## src/rtl/bin_to_bcd_seq_pkg.sv

```systemverilog
// Shared types and helpers for the sequential binary-to-BCD converter.
// Holds the FSM state encoding, the BCD nibble type and the minimum-digit rule.
package bin_to_bcd_seq_pkg;

    typedef enum logic [1:0] {
        IDLE,
        SHIFT,
        DONE
    } state_t;

    typedef logic [3:0] nibble_t;

    // Decimal digits needed for 2**bits-1, i.e. ceil(bits*log10(2)), in integer arithmetic.
    function automatic int min_digits(input int bits);
        return (bits * 30103 + 99999) / 100000;
    endfunction

endpackage

```

## src/rtl/bcd_add3_nibble.sv

```systemverilog
// Double-dabble correction for one BCD digit: values of 5 and above get +3.
// The result stays inside its own nibble; no carry is produced.
module bcd_add3_nibble
    import bin_to_bcd_seq_pkg::*;
(
    input  nibble_t value,
    output nibble_t adjusted
);

    assign adjusted = (value >= nibble_t'(5)) ? nibble_t'(value + nibble_t'(3)) : value;

endmodule

```

## src/rtl/bin_to_bcd_seq.sv

```systemverilog
// Sequential shift-and-add-3 binary-to-BCD converter, one input bit per clock.
// The bcd output register only updates when a conversion completes.
module bin_to_bcd_seq
    import bin_to_bcd_seq_pkg::*;
#(
    parameter int BITS   = 8,
    parameter int DIGITS = 3
) (
    input  logic                  clk,
    input  logic                  rst,
    input  logic                  start,
    input  logic [BITS-1:0]       bin_in,
    output logic                  busy,
    output logic                  done,
    output logic [4*DIGITS-1:0]   bcd
);

    localparam int BCD_W  = 4 * DIGITS;
    localparam int WORK_W = BCD_W + BITS;
    localparam int CNT_W  = $clog2(BITS + 1);

    generate
        if (DIGITS < min_digits(BITS)) begin : g_digits_check
            $error("bin_to_bcd_seq: DIGITS too small for BITS");
        end
    endgenerate

    state_t              state_q, state_d;
    logic [WORK_W-1:0]   work_q, adjusted, shifted;
    logic [CNT_W-1:0]    cnt_q;
    logic [BCD_W-1:0]    bcd_q;
    logic                load, shift_en, last_shift;

    // Working register layout: {BCD digits, remaining binary bits}.
    assign adjusted[BITS-1:0] = work_q[BITS-1:0];

    for (genvar k = 0; k < DIGITS; k++) begin : g_digit
        bcd_add3_nibble u_add3 (
            .value    (work_q[BITS+4*k +: 4]),
            .adjusted (adjusted[BITS+4*k +: 4])
        );
    end

    assign shifted    = adjusted << 1;
    assign last_shift = (cnt_q == CNT_W'(1));

    // NOTE: sequential blocks use non-blocking (<=) so every register samples pre-edge values.
    always_ff @(posedge clk or posedge rst) begin
        if (rst) state_q <= IDLE;
        else     state_q <= state_d;
    end

    // NOTE: every output of this always_comb gets a default first, so no latch is inferred.
    always_comb begin
        state_d  = state_q;
        load     = 1'b0;
        shift_en = 1'b0;
        case (state_q)
            IDLE: begin
                if (start) begin
                    load    = 1'b1;
                    state_d = SHIFT;
                end
            end
            SHIFT: begin
                shift_en = 1'b1;
                if (last_shift) state_d = DONE;
            end
            DONE: begin
                if (start) begin
                    load    = 1'b1;
                    state_d = SHIFT;
                end else begin
                    state_d = IDLE;
                end
            end
            default: state_d = IDLE;
        endcase
    end

    always_ff @(posedge clk or posedge rst) begin
        if (rst) begin
            work_q <= '0;
            cnt_q  <= '0;
            bcd_q  <= '0;
        end else if (load) begin
            work_q <= {{BCD_W{1'b0}}, bin_in};
            cnt_q  <= CNT_W'(BITS);
        end else if (shift_en) begin
            work_q <= shifted;
            cnt_q  <= cnt_q - 1'b1;
            if (last_shift) bcd_q <= shifted[WORK_W-1 -: BCD_W];
        end
    end

    assign busy = (state_q == SHIFT);
    assign done = (state_q == DONE);
    assign bcd  = bcd_q;

endmodule

```

## config.mk

```make
export PLATFORM = sky130hd
export DESIGN_NAME = bin_to_bcd_seq
export DESIGN_NICKNAME = d
export VERILOG_FILES = /design/src/rtl/bin_to_bcd_seq_pkg.sv /design/src/rtl/bcd_add3_nibble.sv /design/src/rtl/bin_to_bcd_seq.sv
export SDC_FILE = /design/constraint.sdc
export NUM_CORES = 1
export LEC_CHECK = 0
export BUFFER_PORTS_ARGS = -buffer_cell sky130_fd_sc_hd__buf_2
export CAP_MARGIN = 10
export CORE_MARGIN = 2
export CORE_UTILIZATION = 60
export CTS_CLUSTER_SIZE = 20
export DETAILED_ROUTE_END_ITERATION = 16
export PLACE_DENSITY = 0.83
export SLEW_MARGIN = 20
export SYNTH_ARGS = -nofsm -noshare
export SYNTH_HDL_FRONTEND = slang
export SYNTH_SLANG_ARGS = --single-unit
export TNS_END_PERCENT = 5
```

## constraint.sdc

```tcl
create_clock -name clk -period 2.8 [get_ports clk]
set_clock_uncertainty 0.05 [all_clocks]
set_input_delay 0.28 -clock clk [delete_from_list [all_inputs] [get_ports clk]]
set_output_delay 0.28 -clock clk [all_outputs]
set_load 0.02 [all_outputs]
```

==> impl_metrics.py, run 1 <==
metrics = {
    "placement": {
        "dp_slack_ns": 0.610,
        "globalplace.congestion": 0.749,
        "dp_hpwl_microns": 2640,
        "dpl.cell_count": 222,
        "io_buffers": 24,
    },
    "synthesis": {
        "syn-num-nets": 189,
        "ys_warn_count": 0,
        "synth_xor_area_share_pct": 2.40,
        "syn_area_sq_um": 1820,
        "synth_top_family_by_area": "simple AND/OR/NAND/NOR gates",
        "synth_area_leader_cell": "dfrtp_1",
        "synth_compound_area_share_pct": 14.4,
        "synth_area_leaders": "dfrtp_1 (52%), nand2_1 (6.2%), ha_1 (5.5%), o21ai_0 (4.1%), a22o_1 (3.4%)",
        "ys_types": 30,
        "synth-seq-cells": 38,
        "syn_inst": 170,
        "synth_top_cell_area_share_pct": 52.2,
        "synthAdderAreaFrac_pct": 5.49,
        "seq_area_frac_synth_pct": 52.2,
        "yosys.area_share.simple_pct": 14.7,
        "synth.area.mux_share_pct": 6.18,
        "avgSynthCellArea_sq_um": 10.7,
    },
    "setup_path": {
        "criticalPathCategory": "reg -> reg",
        "arrival_ns": 2.40,
        "cpMaxStageDelayCell": "dfrtp_1",
        "cpPeakStageDelay_ns": 0.39,
        "path_max_fanout": 20,
        "reg2reg_slack_ns": 0.59,
        "end_kind": "register",
        "cp_top_family": "simple AND/OR/NAND/NOR gates",
        "crit_buf_inv": 2,
        "path_cells": "nand2b_1 -> inv_2 -> nand2_1 -> inv_2 -> mux2_2",
        "cp.depth": 5,
        "critPathRequiredTime_ns": 2.99,
        "r2r.worst_path.cells": 5,
        "cp-start-kind": "register",
        "crit_path_frequent_cell": "inv_2",
    },
    "clock_tree": {
        "clockRootBuffer": "clkbuf_4",
        "cts_resized": 0,
        "clk_latency_ns": 0.34,
        "clk_pin_slew_ns": 0.12,
        "post_cts_buffers": 0,
        "cts_tree": "yes",
        "clockBufferDepth": 2,
        "htree_levels": 2,
        "hold_buffers": 0,
        "clock_sinks": 38,
        "cts_buffers": 5,
    },
    "grt": {
        "grt_pass1_wl_microns": 5880,
        "use_met3_pct": 7.21,
        "antenna_found_initial": 0,
        "use_met2_pct": 41.1,
        "use_met1_pct": 26.8,
        "grt_max_degree": 22,
        "overflow": 0,
        "globalRoute.busiestLayer": "met2",
        "grt_usage_pct": 23.2,
        "grt_pass1_vias": 1316,
    },
    "route": {
        "drtIter0Drc": 44,
        "drtPass1Iterations": 5,
        "postRouteWirelength_microns": 3600,
        "drcViolationCount": 0,
        "via_per_inst": 5.72,
        "ant_nets": 0,
        "wire_per_inst_microns": 15.6,
        "vias": 1316,
    },
    "timing": {
        "finalWorstSetupSlack_ns": 0.592,
        "fin_hold_ws_ns": -0.0115,
        "maxSlewViolCount": 0,
        "tightestPinTransition_ns": 0.725,
        "setup_violations": 0,
        "max_freq_ghz": 0.453,
        "finalSetupTns_ns": 0,
        "hold_viol_final": 19,
        "timing.final.crit_share_pct": 78.9,
        "period_minus_slack_ns": 2.21,
        "relSlewSlack_pct": 51.6,
        "rsz0062_at_grt": "false",
    },
    "final_layout": {
        "diodes": 0,
        "fin_nets": 215,
        "drive_above_1_share_pct": 25.4,
        "syn_to_final_growth_pct": 11.5,
        "fillers": 226,
        "layoutNonFillerInstCount": 230,
    },
    "die": {
        "rows": 20,
        "core_sq_um": 2980,
        "fp.dieH_microns": 59.1,
        "pin_count": 25,
        "initial_core_util_pct": 61.2,
        "die_w_microns": 59.1,
        "die_area_sq_um": 3500,
    },
    "flow_run": {
        "cap_violations": 0,
    },
    "pwr": {
        "leakagePower_nw": 1.01,
        "power_density_nw_per_um2": 1240,
        "vdd_ir_drop_max_uv": 613,
        "power_mw": 2.52,
    },
    "min_path": {
        "hold_class": "in -> async",
    },
    "status": {
        "status": "finished with violations",
        "violations": "negative hold slack",
    },
}
placed cells by master, fill, tap and decap left out:
master     count
buf_2         24
inv_2          2
ha_1           8
bufinv_16      1
a22o_1         7
a22oi_1        7
nor2_1         2
xor2_1         1
nor2_4         1
nand3_1        3
nor2b_1        2
clkbuf_4       5
inv_1          9
mux2_2         2
nor3b_2        1
a21oi_1        6
nor3_1         2
nor4_2         1
a21oi_2        2
mux2i_1        3
mux2_4         4
a21oi_4        1
xnor2_1        4
o21ai_1        2
buf_4          2
o21ai_0       15
nor3b_1        5
nand2b_1       3
clkinv_2       2
nand2b_2       2
nand2_1       30
dfrtp_1       38
stage by stage:
step,utilization [%],area (sq um),hold slack (ns)
floorplan,-,1820,0.358
global placement,65.7,1960,0.365
detailed placement,65.7,1960,0.385
CTS,68.3,2030,0.00286
global route,68.3,2030,0.0592
finish,68.3,2030,-0.0115
Yosys cell counts (all sizes together):
| library cell | count |
|---|---|
| a21oi | 9 |
| xnor2 | 4 |
| nor2b | 2 |
| nor4 | 1 |
| nand2b | 5 |
| nor3 | 2 |
| nand2 | 30 |
| nand3 | 3 |
| nor3b | 6 |
| dfrtp | 38 |
| a22o | 7 |
| ha | 8 |
| buf | 7 |
| xor2 | 1 |
| mux2 | 6 |
| o21ai | 17 |
| inv | 11 |
| a22oi | 7 |
| mux2i | 3 |
| nor2 | 3 |
registers in the layout, indices dropped and copies added (netlist names):
register / count
state_q: 2
cnt_q: 4
work_q: 20
bcd: 12
path summary, 6_finish.rpt:
check                            endpoint        from
max in group asynchronous         bcd[11]         rst
worst min-delay path            work_q[7]         rst
worst max register to register    bcd[10]  state_q[1]
worst max-delay path              bcd[10]  state_q[1]
min in group clk                work_q[2]   bin_in[2]
worst min register to register     bcd[7]      bcd[7]
area by class of cell:
| type | instances | area [sq um] | share of cell area, % |
|---|---|---|---|
| Inverter | 11 | 41.3 | 2.03 |
| Sequential cell | 38 | 951 | 46.8 |
| Multi-Input combinational cell | 114 | 787 | 38.7 |
| Clock buffer | 5 | 37.5 | 1.85 |
| Clock inverter | 3 | 40.0 | 1.97 |
| Tap cell | 33 | 41.3 | 2.03 |
| Timing Repair Buffer | 26 | 135 | 6.65 |
power breakdown:
group	total (mW)	internal, mW	leakage [nW]	switching (mW)
sequential	0.991	0.786	0.481	0.205
combinational	1.16	0.483	0.484	0.679
clock	0.365	0.185	0.0450	0.180
kinds of logic after synthesis:
group                      Yosys count
xor gates and xnor gates             5
adders and majority gates            8
and+or+nand+nor                     52
AOI/OAI and AO/OA                   40
buffers and inverters               18
muxes                                9
DFF                                 38
layer usage:
layer / part of all wire [%] / wire, microns
met4: 0.94 / 34
met3: 3.6 / 128
met2: 54 / 1940
met1: 42 / 1500
met5: 0 / 0
(Power assumes the default switching activity.)
==> inputs of run 2 (changes only) <==
--- a/config.mk
+++ b/config.mk
@@ -5,13 +5,14 @@
 export SDC_FILE = /design/constraint.sdc
 export NUM_CORES = 1
 export LEC_CHECK = 0
+export ABC_AREA = 1
 export BUFFER_PORTS_ARGS = -buffer_cell sky130_fd_sc_hd__buf_2
 export CAP_MARGIN = 10
 export CORE_MARGIN = 2
-export CORE_UTILIZATION = 60
+export CORE_UTILIZATION = 51
 export CTS_CLUSTER_SIZE = 20
 export DETAILED_ROUTE_END_ITERATION = 16
-export PLACE_DENSITY = 0.83
+export PLACE_DENSITY = 0.75
 export SLEW_MARGIN = 20
 export SYNTH_ARGS = -nofsm -noshare
 export SYNTH_HDL_FRONTEND = slang
==> constraint.sdc (replaced) <==
create_clock -name clk -period 1.95 [get_ports clk]
set_clock_uncertainty 0.05 [all_clocks]
set_input_delay 0.195 -clock clk [delete_from_list [all_inputs] [get_ports clk]]
set_output_delay 0.195 -clock clk [all_outputs]
set_load 0.02 [all_outputs]
==> run 2 against run 1 <==
The flow now finishes without violations. Die area up 17%. Non-clock buffer count up 3. First-iteration DRC count rose to 2.5 times the previous value. Critical endpoint is now busy.
==> impl_metrics.py, run 2 <==
metrics = {
    "synthesis": {
        "synth-seq-cells": 38,
        "synth_area_leader_cell": "dfrtp_1",
        "seq_area_frac_synth_pct": 51.7,
        "yosysMostFrequentCell": "nand2_1",
        "syn-num-nets": 242,
        "syn_area_sq_um": 1840,
        "synth_top_cell_area_share_pct": 51.7,
        "avgSynthCellArea_sq_um": 8.25,
        "syn_inst": 223,
        "synth_area_leaders": "dfrtp_1 (52%), nand2_1 (18%), nand3_1 (8.2%), ha_1 (5.4%), inv_1 (4.5%)",
        "ys_types": 19,
        "synth-edff-count": 0,
        "synthTopCellsByCount": "nand2_1 (87), dfrtp_1 (38), nand3_1 (30)",
        "ys.flop_type": "dfrtp_1",
        "async_flop_share_pct": 100,
        "ys_warn_count": 0,
    },
    "timing": {
        "timing.final.crit_share_pct": 88.9,
        "max_freq_ghz": 0.577,
        "setup_violations": 0,
        "tightestPinTransition_ns": 0.474,
        "maxSlewViolCount": 0,
        "hold_viol_final": 0,
        "period_minus_slack_ns": 1.73,
        "finalSetupTns_ns": 0,
        "rsz0062_at_grt": "false",
        "relSlewSlack_pct": 68.4,
    },
    "setup_path": {
        "cp-start-kind": "register",
        "arrival_ns": 1.49,
        "reg2reg_slack_ns": 0.46,
        "r2r_end": "work_q[3]",
        "criticalPathCategory": "reg -> out",
        "path_max_fanout": 19,
        "end_kind": "output port",
        "r2r.worst_path.cells": 5,
        "r2r-start": "state_q[0]",
        "critPathRequiredTime_ns": 1.70,
    },
    "placement": {
        "dpl.cell_count": 290,
        "dp_hpwl_microns": 2440,
        "io_buffers": 24,
        "globalplace.congestion": 0.867,
    },
    "final_layout": {
        "syn_to_final_growth_pct": 15.6,
        "fin_nets": 273,
        "diodes": 0,
        "multi_input_area_sq_um": 753,
        "fillers": 301,
        "final_cell_mix": "nand2_1 (87), dfrtp_1 (38), nand3_1 (30)",
        "seqCellArea_sq_um": 951,
        "largest_reg_flops": 20,
        "layoutNonFillerInstCount": 301,
        "drive_above_1_share_pct": 16.1,
        "layout_commonest_cell": "nand2_1",
        "largest_register": "work_q",
    },
    "route": {
        "drcViolationCount": 0,
        "wire_per_inst_microns": 11.9,
        "vias": 1535,
        "drtPass1Iterations": 4,
        "ant_nets": 0,
        "drtIter0Drc": 112,
        "via_per_inst": 5.10,
        "postRouteWirelength_microns": 3580,
    },
    "clock_tree": {
        "clockRootBuffer": "clkbuf_4",
        "clk_latency_ns": 0.35,
        "clock_sinks": 38,
        "clockBufferDepth": 2,
        "cts_tree": "yes",
        "clk_pin_slew_ns": 0.12,
        "htree_levels": 2,
        "cts_buffers": 5,
        "post_cts_buffers": 0,
    },
    "flow_run": {
        "cap_violations": 0,
    },
    "die": {
        "core_sq_um": 3390,
        "rows": 21,
        "pin_count": 25,
        "initial_core_util_pct": 54.3,
        "die_area_sq_um": 4100,
        "die_w_microns": 64.1,
        "fp.dieH_microns": 64.1,
    },
    "pwr": {
        "power_density_nw_per_um2": 1790,
        "power_mw": 3.81,
        "leakagePower_nw": 1.16,
        "vdd_ir_drop_max_uv": 774,
    },
    "min_path": {
        "hp-start": "bin_in[5]",
        "min_delay_worst_endpoint": "work_q[5]",
        "hold_class": "in -> reg",
        "hold_depth": 3,
    },
    "grt": {
        "grt_usage_pct": 20.2,
        "antenna_found_initial": 0,
        "grt_pass1_wl_microns": 6330,
        "grt_pass1_vias": 1493,
        "overflow": 0,
        "grt_max_degree": 39,
    },
    "status": {
        "status": "finished clean",
    },
}
## run 2: worst max path at each step
stage          startpoint          to  slack [ns]
2_1_floorplan    cnt_q[1]      bcd[4]        0.71
3_3_place_gp   state_q[0]  work_q[16]        0.49
3_5_place_dp   state_q[0]   work_q[3]        0.47
4_1_cts        state_q[1]        busy        0.21
5_1_grt        state_q[1]        busy        0.15
6_report       state_q[1]        busy        0.22
## run 2: per-stage QoR
stage               util (%)  cell area, sq um  hold WS (ns)  setup slack, ns
floorplan                  -              1840         0.262            0.712
finish                  62.8              2130        0.0108            0.216
global route            62.8              2130       0.00234            0.145
CTS                     62.8              2130      0.000991            0.212
global placement        58.7              1990         0.280            0.491
detailed placement      58.7              1990         0.284            0.474
## run 2: cell type report
class	count	area share, %
inverters	25	4.41
well taps	46	2.71
multi-input cells	155	35.4
flip-flops and latches	38	44.7
clock buffers	5	1.76
clock inverters	3	3.24
repair buffers	29	7.76
## run 2: critical path, stage by stage, from the launching register on
cell and delay (ns):
dfrtp_1 0.38, inv_1 0.08, nand2_2 0.14, inv_2 0.31, buf_2 0.24
## run 2: cells by family after synthesis
| group | Yosys count | synth area share, % |
|---|---|---|
| DFF | 38 | 51.7 |
| adders and majority gates | 8 | 5.44 |
| and+or+nand+nor | 130 | 29.9 |
| buffers and inverters | 30 | 7.35 |
| xor gates and xnor gates | 1 | 0.476 |
| AOI/OAI and AO/OA | 16 | 5.17 |
## run 2: power breakdown
| group | leakage (nW) | internal, mW | switching [mW] | total (mW) |
|---|---|---|---|---|
| clock | 0.0554 | 0.401 | 0.274 | 0.675 |
| sequential | 0.472 | 1.15 | 0.221 | 1.37 |
| combinational | 0.637 | 0.595 | 1.16 | 1.76 |
## run 2: routing by layer
metal | GRT usage [%] | vias up | part of all wire (%)
li1 | - | 780 | -
met3 | 5.81 | 11 | 4.0
met5 | 0 | - | 0
met4 | 10.1 | 0 | 2.6
met1 | 24.6 | 713 | 47
met2 | 32.7 | 31 | 46
## run 2: timing repair
item,4_1_cts,5_1_grt
endpoints found under the hold margin,40,0
resized for setup,0,0
hold buffers,3,0
==> inputs of run 3 (changes only) <==
--- a/config.mk
+++ b/config.mk
@@ -13,6 +13,7 @@
 export CTS_CLUSTER_SIZE = 20
 export DETAILED_ROUTE_END_ITERATION = 16
 export PLACE_DENSITY = 0.75
+export SETUP_SLACK_MARGIN = 0.5
 export SLEW_MARGIN = 20
 export SYNTH_ARGS = -nofsm -noshare
 export SYNTH_HDL_FRONTEND = slang
==> constraint.sdc (replaced) <==
create_clock -name clk -period 1.95 [get_ports clk]
set_clock_uncertainty 0.05 [all_clocks]
set_input_delay 0.195 -clock clk [delete_from_list [all_inputs] [get_ports clk]]
set_output_delay 0.195 -clock clk [all_outputs]
set_load 0.01 [all_outputs]
==> run 3 against run 2 <==
Setup slack better by 0.33 ns. Critical path type unchanged. Critical endpoint unchanged. Worst hold slack worse by 0.0050 ns. Cell count up 2.0%. Die area unchanged. Clock power about the same. Wire length up 5.5%.
==> impl_metrics.py, run 3 (synthesized netlist as in run 2, its figures left out) <==
metrics = {
    "status": {
        "status": "finished clean",
    },
    "clock_tree": {
        "clock_sinks": 38,
        "clk_latency_ns": 0.36,
        "cts_buffers": 5,
        "cts_tree": "yes",
        "clockBufferDepth": 2,
        "clk_pin_slew_ns": 0.11,
        "htree_levels": 2,
        "clockRootBuffer": "clkbuf_4",
    },
    "setup_path": {
        "path_max_fanout": 8,
        "cp-start-kind": "register",
        "end_kind": "output port",
        "criticalPathCategory": "reg -> out",
        "arrival_ns": 1.16,
        "critPathRequiredTime_ns": 1.70,
    },
    "placement": {
        "io_buffers": 24,
        "dp_hpwl_microns": 2440,
        "dpl.cell_count": 290,
        "dp_slack_ns": 0.474,
        "globalplace.congestion": 0.867,
        "dpl-instance-area_sq_um": 1990,
    },
    "final_layout": {
        "largest_register": "work_q",
        "fin_nets": 279,
        "syn_to_final_growth_pct": 20.9,
        "diodes": 0,
        "final_cell_mix": "nand2_1 (84), dfrtp_1 (38), nand3_1 (27)",
        "fillers": 291,
        "final_cell_area_sq_um": 2220,
        "layout_commonest_cell": "nand2_1",
        "final_util_pct": 65.6,
        "largest_reg_flops": 20,
        "drive_above_1_share_pct": 21.5,
        "layoutNonFillerInstCount": 307,
    },
    "route": {
        "ant_nets": 0,
        "postRouteWirelength_microns": 3780,
        "vias": 1570,
        "drtPass1Iterations": 4,
        "drtIter0Drc": 98,
        "wire_per_inst_microns": 12.3,
        "via_per_inst": 5.11,
        "drcViolationCount": 0,
    },
    "pwr": {
        "power_mw": 3.89,
        "leakagePower_nw": 1.21,
        "vdd_ir_drop_max_uv": 864,
        "power_density_nw_per_um2": 1750,
    },
    "min_path": {
        "hold_class": "in -> reg",
    },
    "timing": {
        "max_freq_ghz": 0.712,
        "timing.final.crit_share_pct": 72.0,
        "tightestPinTransition_ns": 0.471,
        "rsz0062_at_grt": "true",
        "finalWorstSetupSlack_ns": 0.546,
        "period_minus_slack_ns": 1.40,
        "relSlewSlack_pct": 68.6,
        "setup_violations": 0,
        "fin_hold_ws_ns": 0.00586,
        "hold_viol_final": 0,
        "finalSetupTns_ns": 0,
        "maxSlewViolCount": 0,
    },
    "grt": {
        "grt_usage_pct": 20.5,
        "overflow": 0,
        "grt_pass1_wl_microns": 6410,
        "grt_pass1_vias": 1495,
        "antenna_found_initial": 0,
        "grt_max_degree": 39,
    },
    "die": {
        "die_area_sq_um": 4100,
        "initial_core_util_pct": 54.3,
        "core_sq_um": 3390,
        "pin_count": 25,
        "rows": 21,
        "die_w_microns": 64.1,
        "fp.dieH_microns": 64.1,
    },
    "flow_run": {
        "cap_violations": 0,
    },
}
[run 3: layout make-up]
cell class	instances	area, sq um	share of cell area [%]
repair buffers	35	214	9.62
clock inverters	3	68.8	3.10
flip-flops and latches	38	951	42.8
well taps	46	57.6	2.59
multi-input cells	155	786	35.3
inverters	25	109	4.90
clock buffers	5	37.5	1.69
[run 3: final timing paths]
check	from	to	slack [ns]	cells past startpoint
max	state_q[1]	busy	0.55	4
min	bin_in[5]	work_q[5]	0.006	3
max reg2reg	cnt_q[1]	bcd[6]	0.56	7
min reg2reg	bcd[10]	bcd[10]	0.44	2
max in group asynchronous	rst	cnt_q[0]	1.09	4
min in group asynchronous	rst	bcd[8]	0.42	4
[run 3: repair_timing]
item,4_1_cts,5_1_grt
hold buffers,3,0
gates resized for setup,5,14
endpoints found under the hold margin,40,0
setup buffers,1,4
pin swaps,0,1
gates cloned,0,1
setup endpoints to repair,15,20
[run 3: critical path: stages (launching register included)]
cell and delay, ns:
dfrtp_1 0.38, inv_1 0.10, nand2_4 0.13, inv_8 0.08, buf_2 0.12
[run 3: per-layer routing]
layer | wire length, microns | global-route usage [%]
met5 | 0 | 0
met4 | 41 | 10.1
met3 | 192 | 5.81
met2 | 1800 | 33.2
met1 | 1750 | 25.0
[run 3: power breakdown]
part / leakage, nW / internal (mW) / switching (mW)
combinational: 0.680 / 0.679 / 1.15
sequential: 0.472 / 1.15 / 0.233
clock: 0.0554 / 0.401 / 0.275
total: 1.21 / 2.23 / 1.66
